[src/rtl/mem_arb_if.sv]
// Requester-side and memory-side signal bundle for mem_arb.
// The arbiter takes the slave view; requesters and the memory model take the master view.
interface mem_arb_if #(
    parameter int AW = 16,
    parameter int DW = 32
);
    logic [2:0]    req;
    logic [2:0]    we;
    logic [AW-1:0] addr0;
    logic [AW-1:0] addr1;
    logic [AW-1:0] addr2;
    logic [DW-1:0] wdata0;
    logic [DW-1:0] wdata1;
    logic [DW-1:0] wdata2;
    logic          hold;
    logic [2:0]    gnt;
    logic [2:0]    done;
    logic [DW-1:0] rdata;
    logic          busy;
    logic          mem_en;
    logic          mem_we;
    logic [AW-1:0] mem_addr;
    logic [DW-1:0] mem_wdata;
    logic [DW-1:0] mem_rdata;

    modport slave (
        input  req, we, addr0, addr1, addr2, wdata0, wdata1, wdata2, hold, mem_rdata,
        output gnt, done, rdata, busy, mem_en, mem_we, mem_addr, mem_wdata
    );

    modport master (
        output req, we, addr0, addr1, addr2, wdata0, wdata1, wdata2, hold, mem_rdata,
        input  gnt, done, rdata, busy, mem_en, mem_we, mem_addr, mem_wdata
    );
endinterface

[src/rtl/mem_arb.sv]
// mem_arb: serialises fetch, data and debug requesters onto one single-port memory.
// Define MEM_ARB_RR_EN for round-robin arbitration; otherwise fixed priority data > fetch > debug.
module mem_arb #(
    parameter int AW      = 16,
    parameter int DW      = 32,
    parameter int MEM_LAT = 2
) (
    input  logic     clk,
    input  logic     rst,
    mem_arb_if.slave bus
);

    typedef enum logic [1:0] {
        ST_IDLE  = 2'd0,
        ST_ISSUE = 2'd1,
        ST_WAIT  = 2'd2,
        ST_DONE  = 2'd3
    } state_t;

    localparam logic [3:0] LAT_LOAD = 4'(MEM_LAT - 1);

    state_t        state_q, state_d;
    logic [1:0]    win_q, win_d;
    logic          we_q, we_d;
    logic [3:0]    cnt_q, cnt_d;
    logic [2:0]    gnt_q, gnt_d;
    logic [2:0]    done_q, done_d;
    logic [DW-1:0] rdata_q, rdata_d;
    logic          busy_q, busy_d;
    logic          mem_en_q, mem_en_d;
    logic          mem_we_q, mem_we_d;
    logic [AW-1:0] mem_addr_q, mem_addr_d;
    logic [DW-1:0] mem_wdata_q, mem_wdata_d;
    logic [1:0]    sel_s;
    logic [AW-1:0] addr_sel_s;
    logic [DW-1:0] wdata_sel_s;
`ifdef MEM_ARB_RR_EN
    logic [1:0]    last_q, last_d;
`endif

`ifdef MEM_ARB_RR_EN
    function automatic logic [1:0] pick_rr(input logic [2:0] r, input logic [1:0] last);
        logic [1:0] o0;
        logic [1:0] o1;
        logic [1:0] o2;
        case (last)
            2'd0:    begin o0 = 2'd1; o1 = 2'd2; o2 = 2'd0; end
            2'd1:    begin o0 = 2'd2; o1 = 2'd0; o2 = 2'd1; end
            default: begin o0 = 2'd0; o1 = 2'd1; o2 = 2'd2; end
        endcase
        if (r[o0]) begin
            return o0;
        end else if (r[o1]) begin
            return o1;
        end else begin
            return o2;
        end
    endfunction
`else
    function automatic logic [1:0] pick_fixed(input logic [2:0] r);
        if (r[1]) begin
            return 2'd1;
        end else if (r[0]) begin
            return 2'd0;
        end else begin
            return 2'd2;
        end
    endfunction
`endif

    // Winner selection and routing of its address and write data.
    always_comb begin
`ifdef MEM_ARB_RR_EN
        sel_s = pick_rr(bus.req, last_q);
`else
        sel_s = pick_fixed(bus.req);
`endif
        case (sel_s)
            2'd0: begin
                addr_sel_s  = bus.addr0;
                wdata_sel_s = bus.wdata0;
            end
            2'd1: begin
                addr_sel_s  = bus.addr1;
                wdata_sel_s = bus.wdata1;
            end
            default: begin
                addr_sel_s  = bus.addr2;
                wdata_sel_s = bus.wdata2;
            end
        endcase
    end

    // Sequencer next state; outputs are computed for the state being entered so they stay registered.
    always_comb begin
        state_d     = state_q;
        win_d       = win_q;
        we_d        = we_q;
        cnt_d       = cnt_q;
        gnt_d       = gnt_q;
        done_d      = 3'b000;
        rdata_d     = rdata_q;
        mem_en_d    = 1'b0;
        mem_we_d    = 1'b0;
        mem_addr_d  = mem_addr_q;
        mem_wdata_d = mem_wdata_q;
`ifdef MEM_ARB_RR_EN
        last_d      = last_q;
`endif
        case (state_q)
            ST_IDLE: begin
                if (!bus.hold && (bus.req != 3'b000)) begin
                    state_d     = ST_ISSUE;
                    win_d       = sel_s;
                    we_d        = bus.we[sel_s];
                    gnt_d       = 3'b001 << sel_s;
                    mem_en_d    = 1'b1;
                    mem_we_d    = bus.we[sel_s];
                    mem_addr_d  = addr_sel_s;
                    mem_wdata_d = wdata_sel_s;
                end else begin
                    state_d = ST_IDLE;
                end
            end
            ST_ISSUE: begin
                // With MEM_LAT=1 the single WAIT cycle is the capture cycle, keeping done at T+2+MEM_LAT.
                cnt_d   = LAT_LOAD;
                state_d = ST_WAIT;
`ifdef MEM_ARB_RR_EN
                last_d  = win_q;
`endif
            end
            ST_WAIT: begin
                if (cnt_q == 4'd0) begin
                    state_d = ST_DONE;
                    done_d  = gnt_q;
                    if (!we_q) begin
                        rdata_d = bus.mem_rdata;
                    end else begin
                        rdata_d = rdata_q;
                    end
                end else begin
                    cnt_d = cnt_q - 4'd1;
                end
            end
            ST_DONE: begin
                state_d = ST_IDLE;
                gnt_d   = 3'b000;
            end
            default: begin
                state_d = ST_IDLE;
                gnt_d   = 3'b000;
            end
        endcase
        busy_d = (state_d != ST_IDLE);
    end

    // State and output registers with synchronous reset.
    always_ff @(posedge clk) begin
        if (rst) begin
            state_q     <= ST_IDLE;
            win_q       <= 2'd0;
            we_q        <= 1'b0;
            cnt_q       <= 4'd0;
            gnt_q       <= 3'b000;
            done_q      <= 3'b000;
            rdata_q     <= {DW{1'b0}};
            busy_q      <= 1'b0;
            mem_en_q    <= 1'b0;
            mem_we_q    <= 1'b0;
            mem_addr_q  <= {AW{1'b0}};
            mem_wdata_q <= {DW{1'b0}};
`ifdef MEM_ARB_RR_EN
            last_q      <= 2'd2;
`endif
        end else begin
            state_q     <= state_d;
            win_q       <= win_d;
            we_q        <= we_d;
            cnt_q       <= cnt_d;
            gnt_q       <= gnt_d;
            done_q      <= done_d;
            rdata_q     <= rdata_d;
            busy_q      <= busy_d;
            mem_en_q    <= mem_en_d;
            mem_we_q    <= mem_we_d;
            mem_addr_q  <= mem_addr_d;
            mem_wdata_q <= mem_wdata_d;
`ifdef MEM_ARB_RR_EN
            last_q      <= last_d;
`endif
        end
    end

    assign bus.gnt       = gnt_q;
    assign bus.done      = done_q;
    assign bus.rdata     = rdata_q;
    assign bus.busy      = busy_q;
    assign bus.mem_en    = mem_en_q;
    assign bus.mem_we    = mem_we_q;
    assign bus.mem_addr  = mem_addr_q;
    assign bus.mem_wdata = mem_wdata_q;

endmodule

[src/flat_wrapper.sv]
// flat-port wrapper written by rule: the top's interface ports become plain ports
module mem_arb_flat 
#(
    parameter int AW      = 16,
    parameter int DW      = 32,
    parameter int MEM_LAT = 2
)
  (clk, rst, bus_req, bus_we, bus_addr0, bus_addr1, bus_addr2, bus_wdata0, bus_wdata1, bus_wdata2, bus_hold, bus_mem_rdata, bus_gnt, bus_done, bus_rdata, bus_busy, bus_mem_en, bus_mem_we, bus_mem_addr, bus_mem_wdata);
  mem_arb_if #(.AW(AW), .DW(DW)) bus_i ();
  input  logic clk;
  input  logic rst;
  input wire logic [$bits(bus_i.req)-1:0] bus_req;
  input wire logic [$bits(bus_i.we)-1:0] bus_we;
  input wire logic [$bits(bus_i.addr0)-1:0] bus_addr0;
  input wire logic [$bits(bus_i.addr1)-1:0] bus_addr1;
  input wire logic [$bits(bus_i.addr2)-1:0] bus_addr2;
  input wire logic [$bits(bus_i.wdata0)-1:0] bus_wdata0;
  input wire logic [$bits(bus_i.wdata1)-1:0] bus_wdata1;
  input wire logic [$bits(bus_i.wdata2)-1:0] bus_wdata2;
  input wire logic [$bits(bus_i.hold)-1:0] bus_hold;
  input wire logic [$bits(bus_i.mem_rdata)-1:0] bus_mem_rdata;
  output wire logic [$bits(bus_i.gnt)-1:0] bus_gnt;
  output wire logic [$bits(bus_i.done)-1:0] bus_done;
  output wire logic [$bits(bus_i.rdata)-1:0] bus_rdata;
  output wire logic [$bits(bus_i.busy)-1:0] bus_busy;
  output wire logic [$bits(bus_i.mem_en)-1:0] bus_mem_en;
  output wire logic [$bits(bus_i.mem_we)-1:0] bus_mem_we;
  output wire logic [$bits(bus_i.mem_addr)-1:0] bus_mem_addr;
  output wire logic [$bits(bus_i.mem_wdata)-1:0] bus_mem_wdata;
  assign bus_i.req = bus_req;
  assign bus_i.we = bus_we;
  assign bus_i.addr0 = bus_addr0;
  assign bus_i.addr1 = bus_addr1;
  assign bus_i.addr2 = bus_addr2;
  assign bus_i.wdata0 = bus_wdata0;
  assign bus_i.wdata1 = bus_wdata1;
  assign bus_i.wdata2 = bus_wdata2;
  assign bus_i.hold = bus_hold;
  assign bus_i.mem_rdata = bus_mem_rdata;
  assign bus_gnt = bus_i.gnt;
  assign bus_done = bus_i.done;
  assign bus_rdata = bus_i.rdata;
  assign bus_busy = bus_i.busy;
  assign bus_mem_en = bus_i.mem_en;
  assign bus_mem_we = bus_i.mem_we;
  assign bus_mem_addr = bus_i.mem_addr;
  assign bus_mem_wdata = bus_i.mem_wdata;
  mem_arb #(.AW(AW), .DW(DW), .MEM_LAT(MEM_LAT)) u_core (.clk(clk), .rst(rst), .bus(bus_i));
endmodule
[config.mk]
export PLATFORM = sky130hd
export DESIGN_NAME = mem_arb_flat
export DESIGN_NICKNAME = d
export VERILOG_FILES = /design/src/rtl/mem_arb_if.sv /design/src/rtl/mem_arb.sv /design/src/flat_wrapper.sv
export SDC_FILE = /design/constraint.sdc
export NUM_CORES = 1
export LEC_CHECK = 0
export CORE_ASPECT_RATIO = 0.6
export CORE_MARGIN = 2
export CORE_UTILIZATION = 37
export CTS_CLUSTER_DIAMETER = 40
export CTS_CLUSTER_SIZE = 25
export DETAILED_ROUTE_END_ITERATION = 16
export HOLD_SLACK_MARGIN = 0.08
export PLACE_DENSITY = 0.83
export RECOVER_POWER = 50
export SLEW_MARGIN = 20
export SYNTH_ARGS = -nofsm -noshare
export SYNTH_HDL_FRONTEND = slang
export SYNTH_SLANG_ARGS = --single-unit
[constraint.sdc]
create_clock -name clk -period 1.75 [get_ports clk]
set_input_delay 0.2625 -clock clk [delete_from_list [all_inputs] [get_ports clk]]
set_output_delay 0.2625 -clock clk [all_outputs]
set_load 0.02 [all_outputs]
After elaboration in Yosys (flattened, before gate mapping)
Cells that the tools add are included.
{"block": "op_classes", "addsub": 1, "bitwise": 5, "shift": 1, "eq_ne": 6, "n_reduce_logical": 16, "order_cmp": 1, "n_mux": 14}
{"operator": "case mux 32 bit (2 select lines)", "count": 1}
{"operator": "case mux 16 bit (2 select lines)", "count": 1}
{"operator": "case mux 2 bit (4 select lines)", "count": 1}
{"operator": "case mux 4 bit (2 select lines)", "count": 1}
{"operator": "2-to-1 mux 2 bit", "count": 3}
{"operator": "case mux 3 bit (2 select lines)", "count": 1}
{"operator": "AND reduction 2 bit", "count": 3}
{"operator": "nonzero test 2 bit", "count": 3}
{"operator": "OR reduction 3 bit", "count": 2}
{"operator": "inverter 1 bit", "count": 5}
{"operator": "equality test 2 x 1 -> 1 bit (second input constant)", "count": 2}
{"operator": "equality test 2 bit (second input constant)", "count": 2}
{"operator": "logical NOT 2 bit", "count": 2}
{"operator": "logical NOT 4 bit", "count": 1}
{"operator": "2-to-1 mux 4 bit", "count": 1}
{"operator": "subtractor 4 x 1 -> 4 bit (second input constant)", "count": 1}
{"operator": "less-than comparator 2 x 3 -> 1 bit (second input constant)", "count": 1}
{"operator": "2-to-1 mux 1 bit", "count": 3}
{"operator": "2-to-1 mux 3 bit", "count": 1}
{"operator": "AND reduction 3 bit", "count": 1}
{"operator": "nonzero test 3 bit", "count": 1}
{"operator": "<< shifter 1 x 2 -> 3 bit (first input constant)", "count": 1}
{"operator": "binary-select mux 1 bit (select 2 bit)", "count": 1}
{"operator": "inequality test 2 x 1 -> 1 bit (second input constant)", "count": 1}
{"operator": "other kinds (4)", "count": 4}
{"block": "totals", "ff_bits": 96, "output_inout_bits": 89, "inputBits": 185, "wordCells": 55}

Logic depth before layout (Yosys ltp)
{"block": "depth", "word_depth": 5, "mapped_depth": 8, "ltp_nobuf": 5}

Worst setup path after synthesis
Ideal clock, no wire load.
{"block": "synth_timing", "kind": "reg-to-reg", "start": "register u_core.state_q[0]", "end": "register u_core.mem_wdata_q[20], in the netlist u_core.bus.mem_wdata[20]", "n_path_buf": 2, "period_less_slack_ps": 1601, "setup_ps": 117, "t_arrival_ps": 1484, "slack_ps": 149, "path_stages_with_launch": 8, "required_time_ps": 1633, "path_cell_list": "dfxtp_1 inv_1 ha_1 nor2b_1 a21oi_4 buf_4 buf_6 a22o_1"}
{"block": "synth_between", "elab_chain_len": 2}
{"element": "start, declared", "line": "mem_arb.sv:22", "rtl": "state_t state_q, state_d;"}
{"element": "start signal, assigned", "line": "mem_arb.sv:177", "rtl": "state_q <= state_d;"}
{"element": "logical NOT 2 bit", "line": "mem_arb.sv:110", "rtl": "case (state_q)"}
{"element": "AND reduction 2 bit (no source line)"}
{"element": "end signal, assigned", "line": "mem_arb.sv:172", "rtl": "mem_wdata_q <= {DW{1'b0}};"}
{"element": "end signal, assigned", "line": "mem_arb.sv:188", "rtl": "mem_wdata_q <= mem_wdata_d;"}
{"element": "end, declared", "line": "mem_arb.sv:33", "rtl": "logic [DW-1:0] mem_wdata_q, mem_wdata_d;"}
Every way passes these cells.
A chain may end at the register's enable or synchronous reset.

Worst setup path in the final report
{"block": "layout_timing", "start": "register u_core.state_q[0]", "end": "register u_core.mem_addr_q[4], in the netlist u_core.bus.mem_addr[4]"}
{"block": "layout_between", "elab_chain_len": 2}
{"element": "logical NOT 2 bit", "line": "mem_arb.sv:110"}
{"element": "AND reduction 2 bit (no source line)"}
{"element": "end signal, assigned", "line": "mem_arb.sv:171", "rtl": "mem_addr_q <= {AW{1'b0}};"}
{"element": "end signal, assigned", "line": "mem_arb.sv:187", "rtl": "mem_addr_q <= mem_addr_d;"}
{"element": "end, declared", "line": "mem_arb.sv:32", "rtl": "logic [AW-1:0] mem_addr_q, mem_addr_d;"}
Every way passes these cells.

==> run summary <==
status -> completed
clk slew on worst S/H paths -> 0.07 ns
CTS Sinks -> 96
max cap viols -> 0
RD Place Congestion -> 0.7748
fin. max-slew vios -> 0
#FFs+latches synth -> 96
cell with the most instances after synthesis -> dfxtp_1
Synth-to-Final Area Change -> 76.48%
I/O pins -> 274
Syn Nets -> 689
TritonCTS buffer count -> 9
final period utilization -> 0.9551
Commonest cells post-synth -> dfxtp_1 (96), o21ai_0 (82), a22o_1 (49), mux2i_1 (49), nand2_1 (49)
register area share after synthesis -> 0.4380
GRT overflow -> 0
CTS Hold Bufs -> 0
Yosys top cell area share -> 0.4380
Tmin final -> 1.671 ns
clock latency on the worst-skew pair -> 0.33 ns
Root Driver -> clkbuf_16
H-tree levels -> 3
DRT antenna net count -> 0
Synth area leaders -> dfxtp_1 (44%), mux2i_1 (11%), a22o_1 (9.8%), o21ai_0 (9.4%), a21oi_1 (4.6%)
Rows -> 30
initial antenna violation count -> 0
first-pass GRT wire length -> 22400 µm
final hold violation count -> 0
Die W -> 144.6 µm
Post-Synthesis Cells -> 497
wire length on met1 -> 6232 µm
CTS tree -> built
DP HPWL -> 11380 µm
Routed met3 length -> 1141 µm
synth warn -> 0
Global Route Usage Sum -> 0.2228
Worst Path Required -> 2.03 ns
Startpoint Class -> flip-flop
Post-Syn Area -> 4388 µm²
Crit Path Category -> reg2reg
Pleak -> 3.179 nW
worst setup margin -> 0.07856 ns
peak supply drop -> 0.6169 mV
highest metal used -> met4
sequential cell area -> 1926 µm²
total length of routed met2 wires -> 7693 µm
total wire length -> 15260 µm
Setup WS pre-CTS -> -0.09917 ns
Post-route DRC -> 0
Worst EP arrival -> 1.95 ns
Max Clk Rate -> 598.3 MHz
number of distinct library cells after synthesis -> 31
core area -> 11410 µm²
Die Y -> 88.36 µm
RSZ-0062 raised after global routing -> no
layout cell share with drive strength beyond 1 -> 0.06307
Routed wire per std cell -> 16.57 µm
Clock Skew -> 0.009277 ns
DRT Pass-1 Iters -> 5
maximum root-to-sink buffer count -> 2
PwrDens -> 785.3 nW/µm²
via count -> 4733
Layout Nets -> 948
element type at the critical path end -> flip-flop
normalized max-slew margin -> 0.5864
die area -> 12780 µm²
final core occ -> 0.6786
largest net degree at the start of global routing -> 101
number of global-route vias before repair -> 4636
Yosys top cell by area -> dfxtp_1
Post-synth EDFFs -> 0
initial core utilization -> 0.3845
area taken by multi-input logic gates -> 2266 µm²
async set-reset flop share out of synthesis -> 0
setup violators final -> 0
filler cell count -> 905
routed vias/inst -> 5.139
IO buf count -> 273
crit-path max FO -> 23
Hold WC Path Type -> in2reg
diode count -> 0
Worst Max-Slew Pin Slew -> 0.6157 ns
Main synth FF type -> dfxtp_1
DR iter-0 viols -> 231
synthesized area per cell -> 8.829 µm²
power by group:
part / internal [mW] / switching, mW
registers: 2.35 / 0.0995
logic: 0.908 / 0.769
clock network: 1.15 / 0.805
metal layers:
metal	vias up	track usage
li1	2314	-
met1	2222	0.2587
met2	179	0.4162
met3	18	0.06169
met4	0	0.04678
met5	-	0
cell families after synthesis:
group | after synthesis | synth area share
buf+inv | 53 | 0.05332
fa+ha+maj | 7 | 0.01996
simple gates | 111 | 0.1232
flops | 96 | 0.4380
compound gates | 181 | 0.2538
mux | 49 | 0.1118
timing repair:
action	in CTS	in global routing
gates resized for setup	0	6
setup endpoints to repair	0	75
setup buffers	0	1
final timing paths:
path | startpoint | to | slack, ns | cells past startpoint
setup / recovery | u_core.state_q[0] | u_core.bus.mem_addr[4] | 0.08 | 7
hold / removal | bus_req[0] | u_core.bus.gnt[0] | 0.47 | 4
setup reg to reg | u_core.state_q[0] | u_core.bus.mem_addr[4] | 0.08 | 7
hold reg to reg | u_core.bus.mem_wdata[0] | u_core.bus.mem_wdata[0] | 0.47 | 1
area by class of cell:
class / instances / area share
inverter: 7 / 0.003393
timing repair buffer: 294 / 0.3900
multi-input combinational: 348 / 0.2926
clock buffer: 10 / 0.03086
clock inverter: 6 / 0.008564
sequential: 96 / 0.2487
tap: 160 / 0.02585
cells in the final DEF (no fill, tap or decap), types with 6 or more instances in the layout:
master	instances
o21ai_0	82
a22o_1	49
nand2_1	49
clkdlybuf4s50_1	199
dfxtp_1	93
buf_4	11
a21oi_1	40
dlygate4sd3_1	72
buf_12	7
ha_1	6
clkbuf_16	12
inv_1	6
mux2i_1	49
nand3_1	34
sequential cells by signal (all words and copies together), names as in the netlist:
register	cells
u_core.bus.mem_we	1
u_core.bus.rdata	32
u_core.bus.gnt	3
u_core.cnt_q	4
u_core.we_q	1
u_core.bus.mem_wdata	32
u_core.bus.mem_addr	16
u_core.bus.busy	1
u_core.bus.done	3
u_core.state_q	2
u_core.bus.mem_en	1
worst max-delay path: stages (launching register included):
cell and delay, ns:
dfxtp_2 0.37, inv_2 0.07, ha_1 0.21, nor2b_1 0.13
buf_4 0.14, a21oi_4 0.27, clkbuf_16 0.26, a22o_1 0.15
metrics by stage:
| step | setup TNS, ns | cell area [µm²] | power (mW) | std cells | hold WS (ns) |
|---|---|---|---|---|---|
| detailed placement | -4.286 | 7340 | 4.158 | 901 | 0.4648 |
| finish | 0 | 7744 | 6.081 | 921 | 0.4661 |
| global route | 0 | 7744 | 6.352 | 921 | 0.4858 |
| floorplan | 0 | 4388 | 3.224 | 497 | 0.4102 |
| CTS | 0 | 7645 | 6.128 | 917 | 0.4529 |
| global placement | -1.001 | 7340 | 4.104 | 901 | 0.4602 |
No activity file was read; power rests on OpenSTA's default activity.
